<file path="config.mk">
export PLATFORM = sky130hd
export DESIGN_NAME = demux2_select_scheduler
export DESIGN_NICKNAME = d
export VERILOG_FILES = /design/src/rtl/demux2_select_scheduler.sv
export SDC_FILE = /design/constraint.sdc
export NUM_CORES = 1
export LEC_CHECK = 0
export ABC_AREA = 1
export CORE_MARGIN = 5
export CORE_UTILIZATION = 50
export DETAILED_ROUTE_END_ITERATION = 10
export PLACE_DENSITY = 0.75
export SYNTH_ARGS = -nofsm -noshare
export SYNTH_HDL_FRONTEND = slang
export SYNTH_SLANG_ARGS = --single-unit
</file>
<file path="constraint.sdc">
create_clock -name clk -period 2 [get_ports clk]
set_clock_uncertainty 0.1 [all_clocks]
set_input_delay 0.5 -clock clk [delete_from_list [all_inputs] [get_ports clk]]
set_output_delay 0.5 -clock clk [all_outputs]
set_load 0.01 [all_outputs]
</file>
<file path="src/rtl/demux2_select_scheduler.sv">
// demux2_select_scheduler
//   Produces the select token stream for a two-way stream demux. A job
//   sends count0 tokens of value 0 and then count1 tokens of value 1, and
//   repeats that for `rounds` rounds. One token is issued per demux item.
//
// Ports:
//   clk          rising-edge clock
//   rst          asynchronous active-low reset
//   cfg_count0   items per round routed to output 0
//   cfg_count1   items per round routed to output 1
//   cfg_rounds   number of rounds
//   cfg_valid    config valid
//   cfg_ready    config accepted on cfg_valid && cfg_ready (high only in IDLE)
//   select       token value (0 = out0, 1 = out1)
//   select_valid token valid
//   select_ready demux accepts the token
//   busy         job in progress (state != IDLE)
//   done         one-cycle pulse when a job completes
//
// All outputs are decoded from the state register, so there is no
// combinational path from any input to any output.
module demux2_select_scheduler #(
  parameter int unsigned COUNT_WIDTH  = 16,
  parameter int unsigned ROUNDS_WIDTH = 8
) (
  input  logic                    clk,
  input  logic                    rst,
  input  logic [COUNT_WIDTH-1:0]  cfg_count0,
  input  logic [COUNT_WIDTH-1:0]  cfg_count1,
  input  logic [ROUNDS_WIDTH-1:0] cfg_rounds,
  input  logic                    cfg_valid,
  output logic                    cfg_ready,
  output logic                    select,
  output logic                    select_valid,
  input  logic                    select_ready,
  output logic                    busy,
  output logic                    done
);

  typedef enum logic [1:0] {
    IDLE = 2'd0,
    PH0  = 2'd1,
    PH1  = 2'd2,
    DONE = 2'd3
  } state_t;

  state_t                  state_q;
  logic [COUNT_WIDTH-1:0]  count0_q;
  logic [COUNT_WIDTH-1:0]  count1_q;
  logic [COUNT_WIDTH-1:0]  rem_q;
  logic [ROUNDS_WIDTH-1:0] rounds_left_q;

  // Where the last handshake of a round leads. Computed once and shared by
  // PH0 (when count1 is zero) and PH1, so both round-end paths stay identical.
  state_t                  rend_state;
  logic [COUNT_WIDTH-1:0]  rend_rem;

  always_comb begin
    rend_state = DONE;
    rend_rem   = '0;
    if (rounds_left_q == ROUNDS_WIDTH'(1)) begin
      rend_state = DONE;
      rend_rem   = '0;
    end else if (count0_q != '0) begin
      rend_state = PH0;
      rend_rem   = count0_q;
    end else begin
      rend_state = PH1;
      rend_rem   = count1_q;
    end
  end

  always_ff @(posedge clk or negedge rst) begin
    if (!rst) begin
      state_q       <= IDLE;
      count0_q      <= '0;
      count1_q      <= '0;
      rem_q         <= '0;
      rounds_left_q <= '0;
    end else begin
      case (state_q)
        IDLE: begin
          if (cfg_valid) begin
            count0_q      <= cfg_count0;
            count1_q      <= cfg_count1;
            rounds_left_q <= cfg_rounds;
            if (cfg_rounds == '0 || (cfg_count0 == '0 && cfg_count1 == '0)) begin
              state_q <= DONE;
              rem_q   <= '0;
            end else if (cfg_count0 != '0) begin
              state_q <= PH0;
              rem_q   <= cfg_count0;
            end else begin
              state_q <= PH1;
              rem_q   <= cfg_count1;
            end
          end
        end

        PH0: begin
          if (select_ready) begin
            if (rem_q == COUNT_WIDTH'(1)) begin
              if (count1_q != '0) begin
                state_q <= PH1;
                rem_q   <= count1_q;
              end else begin
                state_q <= rend_state;
                rem_q   <= rend_rem;
                if (rounds_left_q != '0) rounds_left_q <= rounds_left_q - ROUNDS_WIDTH'(1);
              end
            end else if (rem_q != '0) begin
              rem_q <= rem_q - COUNT_WIDTH'(1);
            end
          end
        end

        PH1: begin
          if (select_ready) begin
            if (rem_q == COUNT_WIDTH'(1)) begin
              state_q <= rend_state;
              rem_q   <= rend_rem;
              if (rounds_left_q != '0) rounds_left_q <= rounds_left_q - ROUNDS_WIDTH'(1);
            end else if (rem_q != '0) begin
              rem_q <= rem_q - COUNT_WIDTH'(1);
            end
          end
        end

        DONE: begin
          state_q <= IDLE;
        end

        default: begin
          state_q <= IDLE;
        end
      endcase
    end
  end

  assign cfg_ready    = (state_q == IDLE);
  assign select_valid = (state_q == PH0) || (state_q == PH1);
  assign select       = (state_q == PH1);
  assign busy         = (state_q != IDLE);
  assign done         = (state_q == DONE);

endmodule

</file>
### Yosys cells after proc, flatten, opt, wreduce, memory -nomap -nowiden

Cells that the tools add are included.

| word-level totals | value |
|---|---|
| register bits | 58 |
| input bits | 44 |
| logic and storage cells | 67 |

| operators by class | value |
|---|---|
| add/sub/neg operators | 2 |
| equality and inequality tests | 11 |
| mux-type cells | 31 |
| reduce and logical (&&, ||, !) cells | 18 |

Operators by type and width:

| kind | count |
|---|---|
| 16-bit two-way mux | 11 |
| 16-bit nonzero test | 4 |
| 8-bit two-way mux | 7 |
| 16-bit one-hot mux with 3 select lines | 1 |
| 16-bit logical NOT | 2 |
| 8-bit one-hot mux with 3 select lines | 1 |
| 2-bit two-way mux | 10 |
| 16-bit by 1-bit == test with 1-bit output (second input constant) | 1 |
| 16-bit by 1-bit subtractor with 16-bit output (second input constant) | 1 |
| 8-bit by 1-bit == test with 1-bit output (second input constant) | 1 |
| 8-bit logical NOT | 1 |
| 2-bit inequality test (second input constant) | 4 |
| 2-bit one-hot mux with 4 select lines | 1 |
| 8-bit nonzero test | 1 |
| 8-bit by 1-bit subtractor with 8-bit output (second input constant) | 1 |
| 7-bit AND reduction | 1 |
| 5-bit AND reduction | 1 |
| 2-bit == test (second input constant) | 2 |
| 2-bit by 1-bit inequality test with 1-bit output (second input constant) | 2 |
| 4-bit AND reduction | 1 |
| 3-bit nonzero test | 1 |
| 2-bit by 1-bit == test with 1-bit output (second input constant) | 1 |
| 2-bit logical NOT | 1 |
| 1-bit logical OR | 2 |
| other kinds (3) | 3 |

### Logic depth before layout (Yosys ltp)

Gate-level depths: netlist of the first run.

| depth | value |
|---|---|
| depth after elaboration | 7 |
| gate-level depth with buffers | 14 |
| depth with buffers taken out | 13 |

### Worst setup path before layout of the first run

OpenSTA, ideal clock, no wires.

| timing path | value |
|---|---|
| path type | register to register |
| start point | register state_q[0] |
| end point | register rem_q[11] |
| setup time | 0.118 ns |
| arrival time | 1.777 ns |
| required time | 1.782 ns |
| path slack | 0.006 ns |
| stages on the path, launching flop included | 14 |
| buffers on the path | 2 |
| period minus slack after synthesis | 1.994 ns |
| path through | dfrtp_1 -> inv_1 -> ha_1 -> nor2_4 -> nor2_1 -> nor2_1 -> inv_1 -> or2_1 -> buf_6 -> clkinv_2 -> buf_4 -> nand2_1 -> a21oi_1 -> nor2_1 |

| on the way | value |
|---|---|
| word-level cells in the longest chain between the ends | 3 |
| elaborated cells on any way between the ends | 9 |

Ends and longest elaborated chain:

| what | line | source |
|---|---|---|
| start: declaration | 47 | `state_t state_q;` |
| start signal: assignment | 107 | `state_q <= rend_state;` |
| start signal: assignment | 120 | `state_q <= rend_state;` |
| 2-bit == test * | -- |  |
| via select | 33 | `output logic select,` |
| 2-bit by 1-bit inequality test with 1-bit output (no source line) / 3-bit nonzero test (equally long branches) | -- |  |
| 4-bit AND reduction (no source line) | -- |  |
| end signal: assignment | 92 | `rem_q <= cfg_count0;` |
| end signal: assignment | 95 | `rem_q <= cfg_count1;` |
| end signal: assignment | 105 | `rem_q <= count1_q;` |
| end: declaration | 50 | `logic [COUNT_WIDTH-1:0] rem_q;` |

The timed path passes the listed nets; every way through them passes the cells marked *.
A chain may end at the register's enable or synchronous reset.

### Final worst setup path of the first run

| timing path | value |
|---|---|
| start point | register state_q[0] |
| end point | output done |

| on the way | value |
|---|---|
| word-level cells in the longest chain between the ends | 1 |

Ends and longest elaborated chain:

| what | line | source |
|---|---|---|
| 2-bit == test | 144 | `assign done = (state_q == DONE);` |
| end: declaration | 37 | `output logic done` |

Every way passes these cells.

==> impl_metrics.csv, run 1 <==
group,metric,value,unit
run_status,status,"finished clean",
run,cap_violations,0,
power,power_frac_comb,56.7,%
synthesis,synth_fp_nets,725,
worst_setup_path,cp.required,1400,ps
power,powerDensity,1390,mW/mm2
global_routing,grtUsageMet3,3.28,%
clock_tree,clk_pin_slew,80,ps
final_layout,antenna_cells,0,
die,initial_core_util,51.7,%
die,die_area,0.0105,mm2
clock_tree,cts_tree,"yes",
worst_setup_path,r2r_end,"rounds_left_q[1]",
die,die_y,102,um
global_routing,grt_util_met1,34.1,%
detailed_routing,route.antenna.remaining_nets,0,
worst_setup_path,cp.arrival,1400,ps
detailed_routing,dr.first_iter.drc_count,368,
sta,fin_crit_sh,99.8,%
synthesis,syn_inst,671,
synthesis,yosysUniqueCellTypes,32,
final_layout,drive_above_1_share,21.6,%
worst_setup_path,path_class,"reg -> out",
sta,rsz0062_at_grt,"true",
sta,hold_slack,37.2,ps
synthesis,synth-simple-area-share,38.7,%
worst_setup_path,end_kind,"output pin",
die,core_area,0.00826,mm2
global_routing,grt_busiest_layer,"met2",
global_routing,grt_pass1_vias,4471,
sta,tightest_slew,332,ps
final_layout,layout.nets,845,
power,cell_internal_pwr,4290,uW
clock_tree,clk_root_buffer_cell,"clkbuf_8",
synthesis,netlist_area,0.00427,mm2
sta,setup-violations-final,0,
synthesis,synthMuxAreaShare,0.528,%
synthesis,syn_area_per_cell,6.36,um2
final_layout,syn_to_final_growth,36.4,%
clock_tree,clk_latency,350,ps
power,switching_share,47.1,%
worst_setup_path,r2r_slack,10,ps
global_routing,antenna_found_initial,0,
detailed_routing,route.vias.total,4909,
detailed_routing,avgRoutedWirePerCell,15.1,um
synthesis,synth_xor_area_share,0.616,%
die,boundaryPins,49,
placed_design,port-buffer-count,48,
placed_design,dp_hpwl,9.61,mm
synthesis,synth_seq_cells,58,
clock_tree,cts.sinks,58,
detailed_routing,vias_per_cell,5.45,
power,clkPwrFrac,13.9,%
final_layout,post-route-util,70.5,%
detailed_routing,drc,0,
die,std_cell_rows,33,
worst_setup_path,r2r_cells,13,
final_layout,seqCellArea,0.00145,mm2
global_routing,use_met2,41.8,%
synthesis,synthArstFlopShare,100,%
synthesis,yosysTopAreaCell,"dfrtp_1",
worst_setup_path,crit_path_start_kind,"flop",
global_routing,grt_use_total,25.4,%
sta,finalHoldViolations,0,
power,p_sw,3820,uW
detailed_routing,routed_wl,13.6,mm
global_routing,grt_max_degree,59,
worst_setup_path,worstReg2RegStart,"state_q[1]",
worst_setup_path,worstPathMaxFanout,3,
power,ir_drop,0.710,mV
clock_tree,htree_levels,3,
final_layout,nFillCells,699,
synthesis,ys.flop_type,"dfrtp_1",
synthesis,synth_compound_area_share,12.6,%
synthesis,synth_top_area_share,34.0,%
detailed_routing,drtPass1Iterations,5,
hold_path,hold_path_class,"in -> async",
clock_tree,cts_buffer_depth,2,
clock_tree,cts_made_buffers,9,
sta,fmax,501,MHz
power,seqPwrFrac,29.4,%
synthesis,yosysWarningCount,0,
global_routing,grt-ovfl-total,0,
synthesis,synth.area.top_cells,"dfrtp_1, nand2_1, nand3_1",
sta,relSlewSlack,77.9,%
synthesis,synth.yosys.seq_area_share,34.0,%
placed_design,gp_congestion,0.940,
sta,tns,0,ps
final_layout,layout_common_cells,"nand2_1, nor2_1, nand3_1, inv_1, buf_4",
sta,min_period,2000,ps
die,die_w,102,um
global_routing,grt_pass1_wl,20.9,mm
synthesis,synth-edff-count,0,
power,p_leak,0.00291,uW
clock_tree,hold_buffers,0,
synthesis,synthAdderAreaFrac,2.93,%
final_layout,final_common_cell,"nand2_1",
final_layout,multiInputGateArea,0.00255,mm2
sta,drv_slew,0,
synthesis,synth_top_family_by_area,"simple AND/OR/NAND/NOR gates",
-- through the flow --
stage / total power [uW] / std cells / instance area, um2 / setup slack (ps)
after floorplan: 5140 / 671 / 4270 / 5.52
after global placement: 6210 / 865 / 5240 / -480
after detailed placement: 6380 / 865 / 5240 / -503
after CTS: 7580 / 888 / 5540 / -16.5
after global routing: 8800 / 901 / 5820 / -62.8
final: 8110 / 901 / 5820 / 3.85
-- worst max-delay path, stage by stage, from the launching register on --
cell	delay (ps)
dfrtp_1	410
buf_6	140
ha_1	210
dlygate4sd2_1	290
-- synth_stat cells, drive strengths merged, types with 2 or more instances --
master and instances:
a21oi 39, a31oi 2, buf 9, clkbuf 11
clkinv 2, dfrtp 58, ha 10, inv 86
mux2 2, nand2 171, nand3 85, nand3b 5
nor2 116, nor3 3, o21ai 60, or2 6
xor2 3
-- what timing repair did --
action                     in CTS  in global routing
resized for setup              34                 56
pin swaps                       5                 19
setup endpoints to repair      22                 24
cloned                          1                  3
setup buffers                   6                 10
-- layer usage --
| layer | wire (um) | share of wire, % | vias to the layer above |
|---|---|---|---|
| met5 | 0 | 0 | - |
| met4 | 419 | 3.1 | 0 |
| met3 | 737 | 5.4 | 36 |
| met2 | 6570 | 48 | 213 |
| met1 | 5850 | 43 | 2291 |
| li1 | - | - | 2369 |
-- registers in the layout, indices dropped and copies added, names as in the netlist --
signal and flops:
rem_q 16, state_q 2, count1_q 16, count0_q 16, rounds_left_q 8
-- worst max-delay path by stage --
stage,from,to,slack [ps],cells past startpoint
6_report,state_q[0],done,4,3
5_1_grt,cfg_count0[9],rem_q[7],-60,12
4_1_cts,state_q[1],rounds_left_q[5],-20,13
3_5_place_dp,cfg_count1[7],rem_q[5],-500,11
3_3_place_gp,cfg_count0[15],rem_q[1],-480,12
2_1_floorplan,state_q[0],rem_q[11],6,13
-- power groups by stage --
stage / combinational, uW / sequential [uW] / clock, uW
after floorplan: 2960 / 2190 / 0
after global placement: 3870 / 2340 / 0
after detailed placement: 4010 / 2370 / 0
after CTS: 4100 / 2350 / 1130
after global routing: 5150 / 2460 / 1180
final: 4600 / 2390 / 1130
-- logic make-up (layout without fill, tap and decap cells) --
family | Yosys count | after routing
and+or+nand+nor | 387 | 388
xor gates and xnor gates | 3 | 3
buffers and inverters | 108 | 232
adders and majority gates | 10 | 10
AOI/OAI and AO/OA | 103 | 103
muxes | 2 | 2
DFF | 58 | 58
-- cell type report --
type / count / area share, %
clock inverter: 7 / 1.35
clock buffer: 9 / 2.13
inverter: 88 / 5.91
sequential: 58 / 24.9
timing repair inverter: 1 / 0.150
tap: 105 / 2.26
multi-input combinational: 506 / 43.9
timing repair buffer: 127 / 19.4
Note: power is estimated with default switching activity, not from simulation.
==> run 2, diff against run 1 <==
--- a/config.mk
+++ b/config.mk
@@ -11,3 +11,4 @@
 export DETAILED_ROUTE_END_ITERATION = 10
-export PLACE_DENSITY = 0.75
+export PLACE_DENSITY = 0.76
+export SKIP_CTS_REPAIR_TIMING = 1
 export SYNTH_ARGS = -nofsm -noshare
--- a/constraint.sdc
+++ b/constraint.sdc
@@ -4,2 +4,2 @@
 set_output_delay 0.5 -clock clk [all_outputs]
-set_load 0.01 [all_outputs]
+set_load 0.02 [all_outputs]
==> run 2 against run 1 <==
Compared with the run above:
- the run now ends with negative setup slack left
- critical path depth grew 10
- sequential power about the same
- cell count fell by 1.4%
- total power decreased by 1.3%
- sequential share of layout area rose by 0.26 points
- die area stayed put
- via count down 4.0%
- largest cell class unchanged
- count of clock-buffer cells in the layout up 2
- first-iteration DRC count down 27%
==> impl_metrics.csv, run 2 (synthesis gave the netlist of run 1 again) <==
group,metric,value,unit
run,cap_violations,0,
worst_setup_path,critPathMaxStageDelay,370,ps
die,die_y,102,um
global_routing,grtUsageMet3,5.05,%
global_routing,grt_max_degree,51,
die,initial_core_util,51.7,%
power,power_frac_comb,54.9,%
die,core_area,0.00826,mm2
final_layout,final_common_cell,"nand2_1",
detailed_routing,route.vias.total,4714,
final_layout,layout.nets,832,
clock_tree,clk_root_buffer_cell,"clkbuf_8",
sta,setup-violations-final,4,
run_status,status,"complete, but fails checks",
worst_setup_path,cp.arrival,2140,ps
clock_tree,cts_made_buffers,9,
power,switching_share,46.0,%
final_layout,antenna_cells,0,
power,p_sw,3680,uW
hold_path,hold_path_class,"in -> async",
run_status,violations,"negative setup slack",
die,die_area,0.0105,mm2
worst_setup_path,worstPathCellList,"inv_1, ha_2, nor2_4, nor2_1, nor2_1, inv_1, or2_4, nor2_4, nand3_4, clkinv_8, nand2_1, nand2_1, o21ai_1",
power,p_leak,0.00300,uW
global_routing,grt_use_total,24.9,%
worst_setup_path,path_class,"reg -> reg",
detailed_routing,vias_per_cell,5.31,
detailed_routing,drc,0,
sta,min_period,2020,ps
final_layout,post-route-util,69.8,%
worst_setup_path,critPathSlowestCell,"dfrtp_1",
global_routing,grt_pass1_vias,4411,
worst_setup_path,worstPathMaxFanout,9,
sta,worst_slack,-19.5,ps
clock_tree,clk_latency,350,ps
detailed_routing,avgRoutedWirePerCell,14.4,um
detailed_routing,routed_wl,12.8,mm
placed_design,dp_hpwl,9.75,mm
global_routing,grt-ovfl-total,0,
final_layout,reg.largest.list,"count0_q: 16 flops, count1_q: 16 flops, rem_q: 16 flops",
final_layout,syn_to_final_growth,35.0,%
placed_design,gp_congestion,0.932,
placed_design,port-buffer-count,48,
sta,fin_crit_sh,101,%
worst_setup_path,crit_path_start_kind,"flop",
sta,hold_slack,3.84,ps
sta,rsz0062_at_grt,"true",
sta,fmax,495,MHz
clock_tree,htree_levels,3,
placed_design,pre_cts_slack,-532,ps
power,seqPwrFrac,29.9,%
global_routing,grt_busiest_layer,"met2",
power,cell_internal_pwr,4330,uW
worst_setup_path,end_kind,"flop",
die,std_cell_rows,33,
sta,tightest_slew,466,ps
detailed_routing,drtPass1Iterations,5,
detailed_routing,route.antenna.remaining_nets,0,
sta,finalHoldViolations,0,
sta,drv_slew,0,
global_routing,antenna_found_initial,0,
final_layout,layout_common_cells,"nand2_1, nor2_1, nand3_1, inv_1, buf_4",
final_layout,drive_above_1_share,20.2,%
global_routing,grt_util_met1,31.5,%
clock_tree,cts_buffer_depth,2,
power,powerDensity,1390,mW/mm2
clock_tree,clk_pin_slew,70,ps
die,die_w,102,um
worst_setup_path,cp.required,2120,ps
die,boundaryPins,49,
sta,relSlewSlack,68.9,%
clock_tree,cts_tree,"yes",
power,clkPwrFrac,15.2,%
global_routing,use_met2,41.4,%
global_routing,grt_pass1_wl,20.4,mm
power,ir_drop,0.731,mV
detailed_routing,dr.first_iter.drc_count,268,
clock_tree,cts.sinks,58,
## run 2: cell count changes in the layout (fill, tap and decap cells not counted), moves of 3 or more
| cell | change |
|---|---|
| buf_4 | -8 |
| clkdlybuf4s50_1 | -9 |
| clkinv_4 | -3 |
| dlygate4sd2_1 | -4 |
| dlymetal6s2s_1 | +15 |
| nand2_1 | +3 |
| o21ai_0 | +4 |
| o21ai_1 | -3 |
| o21ai_2 | -3 |
## run 2: final cells by class
class	count	area, um2
Tap cell	105	131
Fill cell	668	2490
Multi-Input combinational cell	505	2530
Timing Repair Buffer	116	1080
Inverter	88	355
Sequential cell	58	1450
Clock buffer	11	141
Clock inverter	5	77.6
## run 2: path summary, 6_finish.rpt
kind	start	to	slack, ps	depth (start not counted)
min in group clk	cfg_count0[11]	count0_q[11]	370	3
min reg2reg	rounds_left_q[7]	rounds_left_q[7]	400	2
max reg2reg	state_q[0]	rounds_left_q[5]	-20	13
max in group asynchronous	rst	state_q[1]	1200	2
min	rst	rounds_left_q[1]	4	1
max	state_q[0]	rounds_left_q[5]	-20	13
## run 2: worst max-delay path, delay by kind of cell (launching register included)
family,cells,cell delay [ps]
AND/OR/NAND/NOR,8,900
flip-flops,1,370
buffers and inverters,3,250
adder cells (fa/ha/maj),1,230
AO/OA/AOI/OAI,1,60
## run 2: through the flow
step | TNS, ps | power (uW) | area (um2) | instances
floorplan | 0 | 5190 | 4270 | 671
global placement | -7620 | 6230 | 5220 | 862
detailed placement | -8470 | 6380 | 5220 | 862
CTS | -3290 | 7610 | 5440 | 878
global route | -1150 | 8740 | 5760 | 888
finish | -39.1 | 8010 | 5760 | 888
## run 2: power by group through the flow
stage / clock network, uW / registers [uW] / logic [uW]
2_1_floorplan: 0 / 2190 / 3000
3_3_place_gp: 0 / 2350 / 3880
3_5_place_dp: 0 / 2380 / 4000
4_1_cts: 1220 / 2360 / 4030
5_1_grt: 1290 / 2480 / 4970
6_report: 1220 / 2390 / 4400
## run 2: routing by layer
layer  up-vias  share of wire [%]
li1       2347                  -
met5         -                  0
met4         0                2.8
met2       192                 49
met3        37                5.4
met1      2138                 42
==> run 3, diff against run 2 <==
- CORE_ASPECT_RATIO: not set -> 1.5
- MAX_ROUTING_LAYER: not set -> met4
- PLACE_DENSITY: 0.76 -> 0.75
==> run 3 against run 2 <==
Compared with the run above:
- the run still ends with negative setup slack left
- count of clock-buffer cells in the layout is 1 lower
- critical path depth unchanged
- cell count down 0.56%
- sequential power about the same
- setup slack got worse by 71 ps
- flip-flop and latch count did not move
- final area up 0.85%
- largest cell class unchanged
==> impl_metrics.csv, run 3 (synthesis gave the netlist of run 1 again) <==
group,metric,value,unit
run_status,status,"complete, but fails checks",
run_status,violations,"negative setup slack",
global_routing,antenna_found_initial,0,
worst_setup_path,crit_buf_inv,3,
die,std_cell_rows,41,
placed_design,pre_cts_slack,-592,ps
clock_tree,clk_root_buffer_cell,"clkbuf_16",
final_layout,layout_common_cells,"nand2_1, nor2_1, nand3_1, inv_1, dfrtp_1",
worst_setup_path,worstPathCellList,"buf_6, ha_4, nor2_4, nor2_1, nor2_1, inv_1, or2_4, nor2_4, nand3_4, clkinv_8, nand2_2, nand2_1, o21ai_1",
clock_tree,cts_tree,"yes",
final_layout,antenna_cells,0,
detailed_routing,wl_met3,577,um
final_layout,final_cells,883,
worst_setup_path,critPathMaxStageDelay,430,ps
worst_setup_path,path_class,"reg -> reg",
detailed_routing,wl_met2,6.53,mm
sta,tightest_slew,341,ps
sta,setup-violations-final,8,
final_layout,nFillCells,713,
die,initial_core_util,51.0,%
final_layout,syn_to_final_growth,36.2,%
worst_setup_path,cp.arrival,2210,ps
detailed_routing,dr.first_iter.drc_count,311,
hold_path,hold_path_class,"in -> async",
sta,min_period,2090,ps
sta,finalHoldViolations,0,
detailed_routing,drtPass1Iterations,5,
sta,worst_slack,-90.3,ps
worst_setup_path,end_kind,"flop",
power,powerDensity,1460,mW/mm2
clock_tree,cts.sinks,58,
final_layout,design_area,0.00581,mm2
die,die_y,123,um
detailed_routing,vias_per_cell,5.30,
detailed_routing,route.antenna.remaining_nets,0,
detailed_routing,wl_met1,5.64,mm
clock_tree,clk_pin_slew,50,ps
global_routing,grt_pass1_vias,4421,
final_layout,drive_above_1_share,18.8,%
sta,fmax,478,MHz
final_layout,reg.largest.list,"count0_q: 16 flops, count1_q: 16 flops, rem_q: 16 flops",
detailed_routing,routed_wl,13.3,mm
final_layout,post-route-util,69.5,%
placed_design,port-buffer-count,48,
final_layout,multiInputGateArea,0.00252,mm2
clock_tree,htree_levels,3,
power,ir_drop,0.813,mV
sta,drv_slew,0,
global_routing,grt_pass1_wl,20.6,mm
global_routing,grt_max_degree,61,
sta,fin_crit_sh,105,%
detailed_routing,route.vias.total,4684,
global_routing,grt-ovfl-total,0,
die,boundaryPins,49,
placed_design,placed_cells,856,
clock_tree,clk_latency,340,ps
clock_tree,cts_made_buffers,9,
die,die_area,0.0105,mm2
sta,relSlewSlack,77.2,%
final_layout,seqCellArea,0.00145,mm2
die,die_w,85.4,um
worst_setup_path,cp.required,2120,ps
placed_design,dp_hpwl,9.73,mm
final_layout,final_common_cell,"nand2_1",
detailed_routing,avgRoutedWirePerCell,15.1,um
sta,tns,-253,ps
power,p_leak,0.00299,uW
worst_setup_path,crit_family,"simple AND/OR/NAND/NOR gates",
clock_tree,cts_buffer_depth,2,
die,core_area,0.00836,mm2
run,cap_violations,0,
worst_setup_path,critPathSlowestCell,"dfrtp_1",
detailed_routing,drc,0,
sta,rsz0062_at_grt,"true",
final_layout,layout.nets,825,
placed_design,gp_congestion,0.966,
global_routing,grt_use_total,25.9,%
detailed_routing,topRoutingLayerUsed,"met4",
worst_setup_path,crit_path_start_kind,"flop",
worst_setup_path,worstPathMaxFanout,7,
placed_design,post_dp_cell_area,0.00518,mm2
-- run 3: worst paths after layout --
| check | endpoint | startpoint | depth (start not counted) | slack (ps) |
|---|---|---|---|---|
| worst max register to register | rounds_left_q[5] | state_q[0] | 13 | -90 |
| worst min-delay path | count0_q[14] | rst | 2 | 50 |
| worst min register to register | rounds_left_q[7] | rounds_left_q[7] | 2 | 380 |
| worst max-delay path | rounds_left_q[5] | state_q[0] | 13 | -90 |
| max in group asynchronous | count0_q[1] | rst | 2 | 1470 |
| min in group clk | rounds_left_q[7] | rounds_left_q[7] | 2 | 380 |
-- run 3: routing by layer --
layer  up-vias  GRT usage (%)
li1       2345              -
met1      2152           31.3
met2       148           41.7
met3        39           4.20
met4         0           13.6
met5         -              -
-- run 3: stage by stage --
stage          hold slack [ps]  total power, uW
2_1_floorplan              104             5190
3_3_place_gp               365             6290
3_5_place_dp               376             6410
4_1_cts                   72.9             8150
5_1_grt                    101             9200
6_report                  54.2             8510
-- run 3: area by class of cell --
| cell class | count | share of cell area, % |
|---|---|---|
| multi-input combinational | 505 | 43.4 |
| sequential | 58 | 25.0 |
| timing repair buffer | 108 | 17.6 |
| inverter | 88 | 5.92 |
| clock buffer | 10 | 4.11 |
| tap | 107 | 2.30 |
| clock inverter | 6 | 1.55 |
| timing repair inverter | 1 | 0.151 |
-- run 3: power breakdown --
group	total, uW	switching, uW	internal (uW)
Sequential	2360	596	1760
Clock	1710	585	1130
Combinational	4440	2620	1830
